`src/rtl/if_fetch_pkg.sv`:
```
// -----------------------------------------------------------------------------
// if_fetch_pkg
//   Shared definitions for the instruction-fetch stage: bus widths, pipeline
//   hold levels, jump/reset polarities, the NOP encoding and the record that
//   travels from the instruction bus to the IF/ID registers.
// -----------------------------------------------------------------------------
package if_fetch_pkg;

    localparam int INST_ADDR_W = 32;
    localparam int INST_W      = 32;
    localparam int HOLD_FLAG_W = 3;

    typedef logic [INST_ADDR_W-1:0] inst_addr_t;
    typedef logic [INST_W-1:0]      inst_t;
    typedef logic [HOLD_FLAG_W-1:0] hold_flag_t;

    // Pipeline hold levels; a level at or above HOLD_IF freezes the IF/ID regs.
    localparam hold_flag_t HOLD_NONE = 3'b000;
    localparam hold_flag_t HOLD_PC   = 3'b001;
    localparam hold_flag_t HOLD_IF   = 3'b010;
    localparam hold_flag_t HOLD_ID   = 3'b011;

    localparam logic JUMP_ENABLE = 1'b1;
    // Reset level; the reset input of this stage is active-low.
    localparam logic RST_ENABLE  = 1'b0;

    // addi x0, x0, 0
    localparam inst_t INST_NOP = 32'h0000_0013;

    // One completed fetch: data, the address it was fetched from, bus error.
    typedef struct packed {
        inst_t      inst;
        inst_addr_t addr;
        logic       err;
    } fetch_resp_t;

endpackage : if_fetch_pkg

```
`src/rtl/if_fetch_fifo.sv`:
```
// -----------------------------------------------------------------------------
// fetch_fifo
//   Small synchronous FIFO with a flush, used for the in-flight address queue
//   and for the response buffer of the fetch stage. The head entry is always
//   visible on dout (show-ahead), so a pop consumes what the reader already saw.
//
// Ports
//   clk    in   clock
//   rst    in   asynchronous reset, active-low
//   flush  in   empty the FIFO at the next edge (wins over push/pop)
//   push   in   write din at the tail
//   din    in   WIDTH-bit write data
//   pop    in   drop the head entry
//   dout   out  head entry (undefined content while empty)
//   count  out  number of stored entries
//   empty  out  count == 0
//   full   out  count == DEPTH
// -----------------------------------------------------------------------------
module fetch_fifo #(
    parameter int WIDTH = 32,
    parameter int DEPTH = 2,
    localparam int CW   = $clog2(DEPTH + 1)
) (
    input  logic             clk,
    input  logic             rst,
    input  logic             flush,
    input  logic             push,
    input  logic [WIDTH-1:0] din,
    input  logic             pop,
    output logic [WIDTH-1:0] dout,
    output logic [CW-1:0]    count,
    output logic             empty,
    output logic             full
);

    localparam int PW = (DEPTH > 1) ? $clog2(DEPTH) : 1;

    logic [WIDTH-1:0] mem [DEPTH];
    logic [PW-1:0]    wr_ptr;
    logic [PW-1:0]    rd_ptr;
    logic             do_push;
    logic             do_pop;

    function automatic logic [PW-1:0] ptr_next(input logic [PW-1:0] p);
        return (p == PW'(DEPTH - 1)) ? '0 : p + PW'(1);
    endfunction

    assign empty   = (count == '0);
    assign full    = (count == CW'(DEPTH));
    // A push into a full FIFO is only legal when the head leaves in the same cycle.
    assign do_push = push & ~flush & (~full | pop);
    assign do_pop  = pop & ~flush & ~empty;
    assign dout    = mem[rd_ptr];

    // NOTE: state registers use non-blocking assignments so every flop samples
    // the pre-edge values; blocking here would create order-dependent races.
    always_ff @(posedge clk or negedge rst) begin
        if (!rst) begin
            wr_ptr <= '0;
            rd_ptr <= '0;
            count  <= '0;
        end else if (flush) begin
            wr_ptr <= '0;
            rd_ptr <= '0;
            count  <= '0;
        end else begin
            if (do_push) wr_ptr <= ptr_next(wr_ptr);
            if (do_pop)  rd_ptr <= ptr_next(rd_ptr);
            case ({do_push, do_pop})
                2'b10:   count <= count + CW'(1);
                2'b01:   count <= count - CW'(1);
                default: count <= count;
            endcase
        end
    end

    // NOTE: the storage array has no reset; the pointers and count decide what
    // is valid, so resetting the data would only cost flops and reset routing.
    always_ff @(posedge clk) begin
        if (do_push) mem[wr_ptr] <= din;
    end

endmodule : fetch_fifo

```
`src/rtl/if_fetch.sv`:
```
// -----------------------------------------------------------------------------
// if_fetch
//   Instruction-fetch stage sitting right after the PC register. Every PC value
//   is offered as a read on the instruction bus; up to MAX_OUTST reads may be in
//   flight. In-order responses are either written straight into the IF/ID
//   registers or parked in a response buffer while decode holds. A jump kills
//   all in-flight work: responses still on the bus are counted and discarded.
//
// Ports
//   clk            in   clock
//   rst            in   asynchronous reset, active-low
//   pc_i           in   current PC from the PC register
//   jump_flag_i    in   jump/flush request
//   hold_flag_i    in   pipeline hold level
//   ibus_req_o     out  read request
//   ibus_addr_o    out  read address (always pc_i)
//   ibus_gnt_i     in   request accepted this cycle
//   ibus_rvalid_i  in   in-order read response valid
//   ibus_rdata_i   in   read response data
//   ibus_err_i     in   bus error, qualified by ibus_rvalid_i
//   stall_req_o    out  hold the PC this cycle (combinational)
//   inst_o         out  instruction to decode
//   inst_addr_o    out  address of inst_o
//   inst_valid_o   out  inst_o is a real fetched instruction
//   inst_err_o     out  fetch of inst_o returned a bus error
// -----------------------------------------------------------------------------
module if_fetch
    import if_fetch_pkg::*;
#(
    parameter int              MAX_OUTST = 2,
    parameter logic [INST_W-1:0] NOP_INST = INST_NOP
) (
    input  logic                   clk,
    input  logic                   rst,
    input  logic [INST_ADDR_W-1:0] pc_i,
    input  logic                   jump_flag_i,
    input  logic [HOLD_FLAG_W-1:0] hold_flag_i,
    output logic                   ibus_req_o,
    output logic [INST_ADDR_W-1:0] ibus_addr_o,
    input  logic                   ibus_gnt_i,
    input  logic                   ibus_rvalid_i,
    input  logic [INST_W-1:0]      ibus_rdata_i,
    input  logic                   ibus_err_i,
    output logic                   stall_req_o,
    output logic [INST_W-1:0]      inst_o,
    output logic [INST_ADDR_W-1:0] inst_addr_o,
    output logic                   inst_valid_o,
    output logic                   inst_err_o
);

    localparam int CW = $clog2(MAX_OUTST + 1);
    // Wide enough to add three CW-bit counters without wrapping.
    localparam int SW = CW + 2;

    // Reads granted whose responses will be delivered / discarded.
    logic [CW-1:0] outst_q;
    logic [CW-1:0] drop_q;

    logic [SW-1:0] occ;
    logic          jump;
    logic          grant;
    logic          advance;
    logic          drop_rsp;
    logic          keep_rsp;

    logic [INST_ADDR_W-1:0] addr_head;
    logic [CW-1:0]          addr_count;
    logic                   addr_empty;
    logic                   addr_full;

    fetch_resp_t   rsp_new;
    fetch_resp_t   buf_head;
    logic [CW-1:0] buf_count;
    logic          buf_empty;
    logic          buf_full;
    logic          buf_push;
    logic          buf_pop;
    logic          bypass;

    // ------------------------------------------------------------------
    // Issue side
    // ------------------------------------------------------------------
    // Discarded reads still occupy bus slots until their responses return,
    // so they count against the limit just like live ones.
    assign occ   = SW'(outst_q) + SW'(drop_q) + SW'(buf_count);
    assign jump  = (jump_flag_i == JUMP_ENABLE);

    assign ibus_req_o  = (rst != RST_ENABLE) & ~jump & (occ < SW'(MAX_OUTST));
    assign ibus_addr_o = pc_i;
    assign grant       = ibus_req_o & ibus_gnt_i;

    // The PC moves only when its value was taken by the bus, or on a jump so
    // it can load the target.
    assign stall_req_o = ~jump & ~grant;

    // ------------------------------------------------------------------
    // Response side
    // ------------------------------------------------------------------
    assign advance  = (hold_flag_i < HOLD_IF);
    assign drop_rsp = ibus_rvalid_i & (drop_q != '0);
    assign keep_rsp = ibus_rvalid_i & (drop_q == '0);

    // NOTE: every signal assigned in an always_comb gets a default first, so
    // no path leaves it unassigned and no latch is inferred.
    always_comb begin
        rsp_new  = '{inst: ibus_rdata_i, addr: addr_head, err: ibus_err_i};
        bypass   = 1'b0;
        buf_push = 1'b0;
        buf_pop  = 1'b0;
        if (advance && !buf_empty) begin
            buf_pop = 1'b1;
        end
        if (keep_rsp) begin
            // Skip the buffer only when nothing older is waiting in it.
            if (advance && buf_empty) bypass   = 1'b1;
            else                      buf_push = 1'b1;
        end
    end

    // Address queue: every granted read, live or discarded, in bus order.
    fetch_fifo #(
        .WIDTH (INST_ADDR_W),
        .DEPTH (MAX_OUTST)
    ) u_addr_fifo (
        .clk   (clk),
        .rst   (rst),
        .flush (1'b0),
        .push  (grant),
        .din   (pc_i),
        .pop   (ibus_rvalid_i),
        .dout  (addr_head),
        .count (addr_count),
        .empty (addr_empty),
        .full  (addr_full)
    );

    // Completed fetches waiting for decode to release its hold.
    fetch_fifo #(
        .WIDTH ($bits(fetch_resp_t)),
        .DEPTH (MAX_OUTST)
    ) u_resp_buf (
        .clk   (clk),
        .rst   (rst),
        .flush (jump),
        .push  (buf_push),
        .din   (rsp_new),
        .pop   (buf_pop),
        .dout  (buf_head),
        .count (buf_count),
        .empty (buf_empty),
        .full  (buf_full)
    );

    // ------------------------------------------------------------------
    // Outstanding / discard counters
    // ------------------------------------------------------------------
    always_ff @(posedge clk or negedge rst) begin
        if (!rst) begin
            outst_q <= '0;
            drop_q  <= '0;
        end else if (jump) begin
            // Everything still on the bus becomes a discard, less whatever
            // response returns in this very cycle.
            outst_q <= '0;
            drop_q  <= drop_q - CW'(drop_rsp) + outst_q - CW'(keep_rsp);
        end else begin
            outst_q <= outst_q + CW'(grant) - CW'(keep_rsp);
            if (drop_rsp) drop_q <= drop_q - CW'(1);
        end
    end

    // ------------------------------------------------------------------
    // IF/ID registers
    // ------------------------------------------------------------------
    always_ff @(posedge clk or negedge rst) begin
        if (!rst) begin
            inst_o       <= NOP_INST;
            inst_addr_o  <= '0;
            inst_valid_o <= 1'b0;
            inst_err_o   <= 1'b0;
        end else if (jump) begin
            // A jump squashes the register even while decode is holding.
            inst_o       <= NOP_INST;
            inst_valid_o <= 1'b0;
            inst_err_o   <= 1'b0;
        end else if (advance) begin
            if (!buf_empty) begin
                inst_o       <= buf_head.inst;
                inst_addr_o  <= buf_head.addr;
                inst_valid_o <= 1'b1;
                inst_err_o   <= buf_head.err;
            end else if (bypass) begin
                inst_o       <= rsp_new.inst;
                inst_addr_o  <= rsp_new.addr;
                inst_valid_o <= 1'b1;
                inst_err_o   <= rsp_new.err;
            end else begin
                // Bubble; the address is left as is.
                inst_o       <= NOP_INST;
                inst_valid_o <= 1'b0;
                inst_err_o   <= 1'b0;
            end
        end
    end

    // ------------------------------------------------------------------
    // Protocol and consistency checks
    // ------------------------------------------------------------------
    a_rvalid_expected : assert property (@(posedge clk) disable iff (!rst)
        ibus_rvalid_i |-> ((SW'(outst_q) + SW'(drop_q)) != '0) && !addr_empty);

    a_addr_count : assert property (@(posedge clk) disable iff (!rst)
        SW'(addr_count) == SW'(outst_q) + SW'(drop_q));

    a_addr_no_overflow : assert property (@(posedge clk) disable iff (!rst)
        grant |-> !addr_full || ibus_rvalid_i);

    a_buf_no_overflow : assert property (@(posedge clk) disable iff (!rst)
        (buf_push && !jump) |-> !buf_full || buf_pop);

endmodule : if_fetch

```
`config.mk`:
```
export PLATFORM = sky130hd
export DESIGN_NAME = if_fetch
export DESIGN_NICKNAME = d
export VERILOG_FILES = /design/src/rtl/if_fetch_pkg.sv /design/src/rtl/if_fetch_fifo.sv /design/src/rtl/if_fetch.sv
export SDC_FILE = /design/constraint.sdc
export NUM_CORES = 1
export LEC_CHECK = 0
export CAP_MARGIN = 20
export CORE_ASPECT_RATIO = 0.7
export CORE_MARGIN = 8
export CORE_UTILIZATION = 48
export DETAILED_ROUTE_END_ITERATION = 16
export PLACE_DENSITY = 0.83
export SETUP_SLACK_MARGIN = 0.05
export SLEW_MARGIN = 20
export SYNTH_ARGS = -nofsm -noshare
export SYNTH_HDL_FRONTEND = slang
export SYNTH_SLANG_ARGS = --single-unit
```
`constraint.sdc`:
```
create_clock -name clk -period 7.8 [get_ports clk]
set_input_delay 1.17 -clock clk [delete_from_list [all_inputs] [get_ports clk]]
set_output_delay 1.17 -clock clk [all_outputs]
set_load 0.1 [all_outputs]
```
==> run summary, run 1 <==
After synthesis, the cell types taking the most area are edfxtp_1 (53%), dfrtp_1 (17%), mux2i_1 (8.9%), a221o_2 (3.0%), o22a_1 (2.5%). In the final layout, the share of cells above drive strength 1 is 0.126. The met3 track demand over resource came out at 0.0364. In this run the static leakage power is 4.92 nW. Along the worst hold path, the cell count comes to 1. The maximum fanout along the worst path came out at 9. The met1 layer usage reported by global route came out at 0.234. The number of antenna violations at the first check in global routing was 0. The commonest non-fill, non-tap cell in the layout is edfxtp_1. The estimated wirelength of the detail-placed design came out at 14.9 mm.

The clock network latency to the later pin of the worst-skew pair is 0.54 ns. The total number of clock tree sinks came out at 272. The number of antenna diodes in the final layout is 0.

The placed instance count is 1110. Of the total power, the share spent switching nets is 0.381. The end of the worst hold path is inst_addr_o[3]. The power consumption is 0.00500 W. The maximum clock path buffer count is 3.

The layout has 1715 filler cells. The average size of a mapped cell is 15.9 um^2. The number of different library cells used by synthesis comes to 45. The adder-cell share of the synthesized area came out at 0.0127.

The final layout contains routed wiring with a total length of 24.9 mm. The path class of the tightest hold or removal check is flip-flop to flip-flop. In the global route stage, met2 resource usage came out at 0.288. The pin count of the biggest net entering global routing came out at 65. Of the total power, registers draw 0.386. Dividing the detail-routed via count by the number of cells gives 5.49.

The sequential share of the synthesized area came out at 0.706. For the final database, setup skew stands at 0.0121 ns. After technology mapping, the gate count stands at 693. The required time of the critical path is 6.63 ns. The count of buffers inserted at the top-level ports is 171. The number of DRC markers in iteration 0 is 342. The number of resized instances in the post-cts repair step is 0.

Cell internal power was estimated by the tool at 0.00310 W. The overall die area came out at 28100 um^2. In this run the cell area measured after placement is 12800 um^2. Across the run, the number of max-cap violations was 0. The logic depth of the worst register-to-register path is 8. The layout overhead on the synthesized area is 25.1%.

The residual DRC count is 0. Power spread over the standard cell area amounts to 363 nW/um^2. The reg-to-reg critical path endpoint is u_addr_fifo.mem[1][18]. Setup repair after global routing left no endpoint under its margin. The floorplan step set the die width to 197 um. The total of warnings raised by yosys is 0. The commonest register cell after synthesis is edfxtp_1.

The share of the synthesized netlist area taken by xor and xnor gates came out at 0.00875. The post-layout minimum cycle time is 4.69 ns. The final max-slew violation count is 0.

Of all flip-flops after synthesis, the portion carrying an async set or reset was 0.287. Across all register-to-register paths, the minimum setup slack is 4.39 ns. The share of cell area taken by muxes after synthesis is 0.0911.

The final setup TNS is 0 ns. The post-synthesis register bit count is 272. The complex-gate fraction of the synthesized area is 0.0887.

Dividing the detail-routed wire length by the instance count gives 21.4 um. The number of core rows came out at 46. The tree is rooted in a clkbuf_16. The critical path starts at u_resp_buf.count[1].

In this run the post-CTS setup repair buffer count came out at 0. The worst slew margin relative to its limit is 0.255. The transition time at the pin with the least slew margin is 1.12 ns. Setup violations remaining at the end of the flow were counted as 0. The via count of the first global-routing pass came out at 6731. The worst setup path is launched from a flip-flop. The final hold violation count came to 0. The highest achievable clock rate is 213 MHz. Summed over all nets, the switching power comes to 0.00191 W. The clock tree from TritonCTS is done. The share of synthesized area in the top cell type comes to 0.529. After synthesis, the largest family of logic cells by area is multiplexers. The total area inside the core boundary comes to 22600 um^2. For this run the aggregate overflow at the end of global routing stands at 0.

The final net count is 912. The net count of the mapped netlist is 776. The post-synth design cell area is 11000 um^2. The biggest area contributor in the post-synthesis netlist is edfxtp_1.

The cell area after layout came out at 13800 um^2. The first-pass GRT wire length is 38.6 mm. The count of flip-flops with a built-in enable after synthesis came out at 194. The capturing element type of the critical path is a primary output. The flow ran to the end, and the final reports show no timing, DRC or antenna violations. The first detailed-routing pass ran for 5 iterations. The worst hold path begins at inst_addr_o[3]. The maximum level of the CTS H-tree is 1. The launching point of the worst reg2reg path is u_resp_buf.count[1]. Hold repair after CTS inserted 0 buffers.

The share of the clock period used by the worst path after layout is 0.601. In this run, CTS created clock tree buffers numbering 27. The clock group share of total power came out at 0.272.

After clock tree synthesis, the clock-pin slew on the worst setup and hold paths is 0.06 ns. The number of routed nets with antenna violations is 0. The critical path is of the flip-flop to primary output type. The count of cells in the finished layout, fillers not included, comes to 1162. Leaving out fill and tap cells, the most frequent cells in the layout are edfxtp_1 (194), clkdlybuf4s50_1 (170), mux2i_1 (98).

The congestion estimate from routability-driven global placement came to 0.786. The total global-route track usage came out at 0.174. The worst ir drop on vdd is 247 uV.

met2 is the most crowded layer. The share of the core filled with cells in the final layout is 0.611. The share of total power dissipated in combinational logic is 0.342. The number of I/O pins came out at 173. STA puts the critical path data arrival time at 3.52 ns. The height of the die is 143 um. The overall via count from detail_route is 6380. Of the total synthesized cell area, the portion taken by AND, OR, NAND and NOR gates is 0.0348. For this configuration, the core starts out at a cell density of 0.488.
[Yosys cell counts, drive strengths merged (3+ instances only)]
| master | instances |
|---|---|
| edfxtp | 194 |
| mux2i | 98 |
| dfrtp | 75 |
| buf | 54 |
| inv | 45 |
| nor3 | 35 |
| a22oi | 32 |
| o22a | 32 |
| a221o | 30 |
| clkbuf | 21 |
| nor2 | 11 |
| ha | 8 |
| xnor2 | 8 |
| a21oi | 6 |
| a221oi | 4 |
| o21ai | 4 |
| dfstp | 3 |
| nand2 | 3 |
| nor2b | 3 |
| or2 | 3 |
| or3 | 3 |
| xor2 | 3 |
[metal layers]
layer / wire length (um) / up-vias / share of wire
met5: 0 / - / 0
met4: 505 / 0 / 0.020
met3: 1320 / 31 / 0.053
met2: 11900 / 181 / 0.48
met1: 11200 / 3275 / 0.45
li1: - / 2893 / -
[metrics by stage]
stage	hold WS (ns)	worst slack [ns]
after floorplan	0.457	0.994
after global placement	0.479	3.17
after detailed placement	0.499	3.16
after CTS	0.512	3.11
after global routing	0.522	2.97
final	0.507	3.11
[layout make-up]
type,count,area (um^2),area share
clock buffers,37,763,0.0554
clock inverters,13,180,0.0131
inverters,45,169,0.0123
multi-input cells,300,2650,0.192
flip-flops and latches,272,7790,0.565
well taps,312,390,0.0283
repair buffers,183,1840,0.133
[power by group through the flow]
stage               clock network (W)  registers (W)  logic [W]
global route                  0.00145        0.00195    0.00179
global placement                    0        0.00195    0.00167
finish                        0.00136        0.00193    0.00171
detailed placement                  0        0.00196    0.00171
floorplan                           0        0.00259   0.000626
CTS                           0.00139        0.00193    0.00172
[state kept, by name, indices dropped and copies added, names as in the netlist]
signal / flops
u_resp_buf.mem: 130
u_addr_fifo.mem: 64
inst_addr_o: 32
inst_o: 32
drop_q: 2
outst_q: 2
u_addr_fifo.count: 2
u_resp_buf.count: 2
inst_err_o: 1
inst_valid_o: 1
u_addr_fifo.rd_ptr: 1
u_addr_fifo.wr_ptr: 1
u_resp_buf.rd_ptr: 1
u_resp_buf.wr_ptr: 1
[cell families (layout without fill, tap and decap cells)]
family | count (synthesis) | count (layout)
AO/OA/AOI/OAI | 112 | 112
XOR/XNOR | 11 | 11
adder cells (fa/ha/maj) | 10 | 10
buffers and inverters | 121 | 278
flip-flops | 272 | 272
multiplexers | 100 | 100
AND/OR/NAND/NOR | 67 | 67
[worst max-delay path, stage by stage, from the launching register on]
cell and delay [ns]:
dfrtp_1 0.50, inv_1 0.12, fa_1 0.50, inv_1 0.04
ha_1 0.18, nand4bb_1 0.20, nor2_1 0.25, clkdlybuf4s50_1 1.19
[how the worst max path moves through the flow]
stage	end	slack (ns)	depth (start not counted)
5_1_grt	ibus_req_o	2.97	7
3_3_place_gp	stall_req_o	3.17	6
3_5_place_dp	stall_req_o	3.16	6
6_report	ibus_req_o	3.11	7
4_1_cts	ibus_req_o	3.11	7
2_1_floorplan	u_resp_buf.mem[0][0]	0.99	3
(Power assumes the default switching activity.)
==> run 2: changes to the inputs <==
Clock period 7.8 ns to 3.8 ns, I/O delays scaled along.
==> run 2 against run 1 <==
- cell area is 0.18% lower
- non-clock buffer count up 2
- sequential power up 110%
- sequential cell count unchanged
- critical path type unchanged
==> run summary, run 2 (synthesis results as in run 1) <==
The worst setup slack for register-to-register paths is 0.63 ns (-3.76 ns). The capturing element type of the critical path is a primary output. The area growth from synthesis to layout is 24.9%. The count of buffers inserted at the top-level ports was 171 (unchanged). The worst clock skew is 0.00818 ns (-0.00393 ns). The transition time at the pin with the least slew margin came out at 1.03 ns (-0.0874 ns). The overall die area is 28100 um^2 (unchanged).

The antenna diode instance count is 0 (unchanged). The count of hold buffers inserted by post-cts repair came out at 0 (unchanged). The total core area came out at 22600 um^2 (unchanged). The class of the worst hold path is input pin to async pin.

The clock network latency to the later pin of the worst-skew pair came out at 0.53 ns (about the same). The number of DRC markers in iteration 0 is 326 (-4.7%). The total of max-cap violations is 0 (unchanged). The die width is 197 um (unchanged).

The worst ir drop on vdd came out at 743 uV (+200%). The total global-route track usage came out at 0.172 (-0.00147). The reg-to-reg critical path endpoint is u_addr_fifo.mem[0][15]. The final net count came to 913 (+0.11%). The total number of clock tree sinks is 272 (unchanged). The final hold violation count is 0 (unchanged).

The number of core rows came to 46 (unchanged). The clock tree from TritonCTS is done. The worst slew margin relative to its limit was 0.311 (+0.0561). The detailed-route wire length per cell is 21.1 um (-1.2%). STA classifies the critical path startpoint as a flip-flop. The first-pass GRT wire length came out at 38.2 mm (-1.0%). The critical path is of the flip-flop to primary output type.

The last weighted congestion value of the routability-driven placer is 0.742 (-5.6%). The via count of the first global-routing pass came to 6744 (+0.19%). The estimated wirelength of the detail-placed design is 14.8 mm (-0.44%). The placed instance count is 1114 (+0.36%).

The overall via count from detail_route came to 6325 (-0.86%). The reported leakage power is 4.97 nW (+0.93%). The clock-pin slew on the worst setup and hold paths was 0.06 ns (about the same). The number of buffers inserted during clock tree synthesis is 26 (-3.7%). The flip-flop count of the largest register, all copies and words added came out at 130 (unchanged). The maximum level of the CTS H-tree came out at 1 (unchanged). The number of iterations in the first detailed-routing pass is 4 (-1). The root buffer cell chosen for the clock tree is clkbuf_16.

The maximum fanout along the worst path was 9 (unchanged). The number of routed nets with antenna violations came out at 0 (unchanged). The power consumption came out at 0.0103 W (+110%). The global route total overflow came out at 0 (unchanged). The number of filler instances in the final layout is 1668 (-2.7%). The logic depth of the worst register-to-register path is 8 (unchanged).

The share of the clock period used by the worst path after layout is 0.863. The required time of the critical path came out at 3.23 ns (-3.40 ns). The number of antenna violations at the first check in global routing is 2 (+2). The largest registers in the layout are u_resp_buf.mem x130, u_addr_fifo.mem x64.

The power per cell area was 750 nW/um^2 (+110%). The per-cell via count in the routed design is 5.44 (-0.86%). The number of I/O pins is 173 (unchanged). The pin count of the biggest net entering global routing was 66 (+1.5%).

The maximum clock path buffer count is 3 (unchanged). u_resp_buf.mem holds more flip-flops than any other register. The initial standard-cell utilization of the core is 0.488 (unchanged). In this run the critical register-to-register path is launched from u_resp_buf.count[1]. The cell area after layout came out at 13800 um^2 (-0.18%). In the layout the commonest cells are edfxtp_1 (194), clkdlybuf4s50_1 (136), mux2i_1 (98). The final cell count without fillers came out at 1162 (unchanged).

Leaving out fill and tap cells, the most frequent cell in the layout is edfxtp_1. The height of the die is 143 um (unchanged). The number of failing setup endpoints in the final timing report is 0 (unchanged). The area of placed instances came out at 12800 um^2 (+0.23%).

The final max-slew violation count is 0 (unchanged). The number of resized instances in the post-cts repair step came out at 0 (unchanged). The arrival time of the worst setup path is 2.71 ns (-0.81 ns).

The aggregate routed wire length is 24.6 mm (-1.2%). The highest achievable clock rate came out at 305 MHz. The run finished with clean final reports. The residual DRC count is 0 (unchanged). The post-CTS repair timing setup buffer count came out at 0 (unchanged). The share of final-layout standard cells stronger than drive strength 1 is 0.169 (+0.0435). Subtracting the final worst setup slack from the clock period gives 3.28 ns.

Setup repair after global routing left no endpoint under its margin.
==> run 2: cell type report <==
type,count,area (um^2),area share
Sequential cell,272,7790,0.566
Timing Repair Buffer,185,1800,0.131
Tap cell,312,390,0.0284
Clock buffer,29,662,0.0481
Clock inverter,19,280,0.0204
Multi-Input combinational cell,300,2660,0.193
Inverter,45,169,0.0123
==> run 2: worst max-delay path: stages (launching register included) <==
cell	delay (ns)
dfrtp_1	0.50
inv_1	0.12
fa_1	0.50
inv_1	0.04
ha_1	0.19
nand4bb_1	0.23
nor2_2	0.25
a21oi_1	0.16
buf_12	0.19
==> run 2: metal layers <==
layer,vias to the layer above,wire length (um),global-route usage
li1,2891,-,-
met1,3220,10900,0.234
met2,174,11800,0.285
met3,36,1380,0.0346
met4,4,413,0.0355
met5,-,27,0
==> run 2: power breakdown <==
part / leakage (nW) / switching [W] / internal (W)
clock: 0.462 / 0.00110 / 0.00173
sequential: 2.73 / 0.000345 / 0.00365
combinational: 1.78 / 0.00246 / 0.00103
total: 4.97 / 0.00391 / 0.00641
==> run 2: worst max-delay path by stage <==
stage                              from                     end  slack [ns]  cells past startpoint
floorplan                    outst_q[1]   u_addr_fifo.mem[0][0]       -0.16                      8
global placement    u_resp_buf.count[1]  u_addr_fifo.mem[0][28]        0.72                      8
detailed placement  u_resp_buf.count[1]  u_addr_fifo.mem[0][25]        0.66                      8
CTS                 u_resp_buf.count[1]             stall_req_o        0.51                      8
global route        u_resp_buf.count[1]             stall_req_o        0.38                      8
finish              u_resp_buf.count[1]             stall_req_o        0.52                      8
==> run 2: through the flow <==
| step | setup TNS (ns) | hold WS, ns | util | setup WS (ns) |
|---|---|---|---|---|
| global placement | 0 | 0.481 | 0.568 | 0.723 |
| global route | 0 | 0.0869 | 0.610 | 0.376 |
| CTS | 0 | 0.0779 | 0.610 | 0.506 |
| finish | 0 | 0.0765 | 0.610 | 0.522 |
| detailed placement | 0 | 0.496 | 0.568 | 0.660 |
| floorplan | -10.46 | 0.274 | - | -0.163 |
==> run 3: changes to the inputs <==
Settings changed: CORE_MARGIN 8 to 2, SLEW_MARGIN 20 to unset.
==> run 3 against run 2 <==
- first-iteration DRC count up 32%
- clock-buffer cell count rose by 11
- sequential cell count did not move
- sequential power barely moved
- register-to-register slack better by 0.08 ns
- cell count increased by 0.34%
- global-route usage rose by 1.5 points
- die area is 14% lower
- critical path type unchanged
- clock power fell by 11%
- wire length fell by 7.8%
- non-clock buffer count grew 2
==> run summary, run 3 (synthesis results as in run 1) <==
The total area of sequential cells came out at 7790 um^2 (about the same). The maximum fanout along the worst path came out at 9 (unchanged). The number of core rows came to 46 (unchanged).

The kind of cell with the highest combined delay along the critical path is adder cells. The pin count of the biggest net entering global routing came out at 65 (-1.5%). The cell area after layout is 13600 um^2 (-0.94%). The worst ir drop on vdd came to 598 uV (-20%). The category of the most critical setup path is flip-flop to primary output.

The first-pass GRT wire length came out at 35.1 mm (-8.2%). The placed instance count came to 1115 (+0.090%). The number of I/O pins was 173 (unchanged). The estimated wirelength of the detail-placed design came out at 13.8 mm (-7.0%). The register with the most flip-flops in the final layout is u_resp_buf.mem. The clock-pin slew on the worst setup and hold paths is 0.06 ns (about the same). The number of routed nets with antenna violations came to 0 (unchanged). The worst clock skew is 0.0244 ns (+0.0162 ns).

The tree is rooted in a clkbuf_16. The detailed-route wire length per cell is 19.4 um (-8.1%). In the final layout, the registers with the most flip-flops are u_resp_buf.mem x130, u_addr_fifo.mem x64. The required time of the critical path is 3.23 ns (about the same). The flip-flop count of the largest register, all copies and words added came out at 130 (unchanged). The number of DRC markers in iteration 0 is 429 (+32%). The height of the die is 131 um (-8.4%). The transition time at the pin with the least slew margin came out at 1.11 ns (+0.0752 ns). The maximum level of the CTS H-tree came to 1 (unchanged).

The post-CTS repair timing setup buffer count came out at 0 (unchanged). In this run the worst hold path is classified as input pin to async pin. For this design, the slowest cell found on the critical path is dfrtp_1. The total core area is 22600 um^2 (unchanged). The aggregate routed wire length is 22.6 mm (-7.8%). The total global-route track usage was 0.187 (+0.0151). The worst slew margin relative to its limit is 0.263 (-0.0480). The area of combinational cells with multiple inputs came out at 2660 um^2 (unchanged).

The final net count is 916 (+0.33%). The power consumption is 0.00996 W (-3.5%). The overall die area is 24200 um^2 (-14%). In the layout the commonest cells are edfxtp_1 (194), clkdlybuf4s50_1 (136), mux2i_1 (98).

The maximum clock path buffer count is 3 (unchanged). The total of max-cap violations came out at 0 (unchanged). The flow ran to the end, and the final reports show no timing, DRC or antenna violations. The overall via count from detail_route is 6350 (+0.40%).

The biggest cell delay along the critical path came to 0.51 ns (about the same). The layout overhead on the synthesized area is 23.7%. The worst setup path is captured at a primary output.

The number of filler instances in the final layout is 1715 (+2.8%). The commonest non-fill, non-tap cell in the layout is edfxtp_1. The post-layout minimum cycle time is 3.17 ns (-0.106 ns). The initial standard-cell utilization of the core came out at 0.488 (unchanged). The arrival time of the worst setup path came out at 2.60 ns (-0.11 ns). The reported leakage power came to 4.91 nW (-1.2%). The count of buffers inserted at the top-level ports came to 171 (unchanged). The power per cell area is 731 nW/um^2 (-2.5%). The final cell count without fillers came out at 1166 (+0.34%). The number of failing setup endpoints in the final timing report is 0 (unchanged). The via count of the first global-routing pass is 6547 (-2.9%). The area of placed instances came out at 12800 um^2 (-0.23%).

Setup repair after global routing left no endpoint under its margin. The signal on the critical path passes through inv_1 > fa_1 > inv_1 > ha_1 > nand4bb_1 > nor2_2 > a21oi_1 > buf_12. The die width came to 185 um (-6.1%). The residual DRC count is 0 (unchanged). The antenna diode instance count is 0 (unchanged). The total number of clock tree sinks came out at 272 (unchanged). The most frequent cell on the critical path is inv_1.

The clock network latency to the later pin of the worst-skew pair came out at 0.54 ns (about the same). The number of buffers inserted during clock tree synthesis came out at 27 (+3.8%). The clock tree from TritonCTS is done. The number of iterations in the first detailed-routing pass came to 6 (+2). The number of buffer and inverter instances along the worst setup path is 3 (unchanged). The global route total overflow is 0 (unchanged). The share of the clock period used by the worst path after layout came out at 0.835 (-0.0278).

The last weighted congestion value of the routability-driven placer came out at 0.781 (+5.1%). The share of final-layout standard cells stronger than drive strength 1 is 0.165 (-0.00431). The final setup TNS came out at 0 ns (unchanged). The share of the core filled with cells in the final layout is 0.604 (-0.00571). The number of antenna violations at the first check in global routing came out at 0 (-2). STA classifies the critical path startpoint as a flip-flop. The per-cell via count in the routed design came out at 5.45 (about the same). The final max-slew violation count came out at 0 (unchanged). The highest achievable clock rate is 315 MHz (+3.3%). The final hold violation count came out at 0 (unchanged).
==> run 3: changes by cell type in the layout (fill, tap and decap cells not counted), sizes merged <==
cell	delta
buf	+1
dlygate4sd3	+1
clkinvlp	+1
inv	+1
clkinv	-5
bufinv	-6
clkbuf	+11
==> run 3: routing by layer <==
metal / wire length, um / vias to the layer above / track usage
li1: - / 2909 / -
met1: 10200 / 3201 / 0.264
met2: 10800 / 200 / 0.306
met3: 1160 / 40 / 0.0313
met4: 452 / 0 / 0.0500
met5: 0 / - / 0
==> run 3: area by class of cell <==
cell class              instances  share of cell area
multi-input cells             300               0.195
well taps                     312              0.0287
flip-flops and latches        272               0.571
clock buffers                  40              0.0554
clock inverters                10             0.00597
repair buffers                187               0.131
inverters                      45              0.0124
==> run 3: final timing paths <==
check	endpoint	startpoint	cells past startpoint	slack [ns]
setup / recovery	stall_req_o	u_resp_buf.count[1]	8	0.63
hold / removal	inst_o[9]	rst	2	0.45
setup reg to reg	u_addr_fifo.count[1]	u_resp_buf.count[1]	9	0.71
hold reg to reg	u_addr_fifo.count[1]	u_addr_fifo.count[1]	1	0.51
max in group asynchronous	u_resp_buf.rd_ptr	rst	3	2.09
min in group clk	u_addr_fifo.count[1]	u_addr_fifo.count[1]	1	0.51
==> run 3: power breakdown <==
part           switching [W]  internal [W]
clock network        0.00107       0.00144
registers           0.000331       0.00365
logic                0.00245       0.00102
==> run 3: timing repair <==
action / CTS / global route
setup endpoints to repair: 0 / 0
hold buffers: 1 / 0
hold endpoints to repair: 14 / 0
gates resized for setup: 0 / 0
==> run 3: stage by stage <==
step,hold slack [ns],setup WS (ns)
final,0.448,0.628
after floorplan,0.274,-0.163
after global routing,0.452,0.483
after CTS,0.444,0.636
after detailed placement,0.441,0.731
after global placement,0.442,0.787
==> run 3: worst reg2reg max path: cells and delay by family (launching register included) <==
| family | cells | cell delay (ns) |
|---|---|---|
| buffers and inverters | 2 | 0.17 |
| AND/OR/NAND/NOR | 3 | 1.15 |
| XOR/XNOR | 1 | 0.16 |
| flip-flops | 1 | 0.51 |
| adder cells (fa/ha/maj) | 3 | 1.04 |
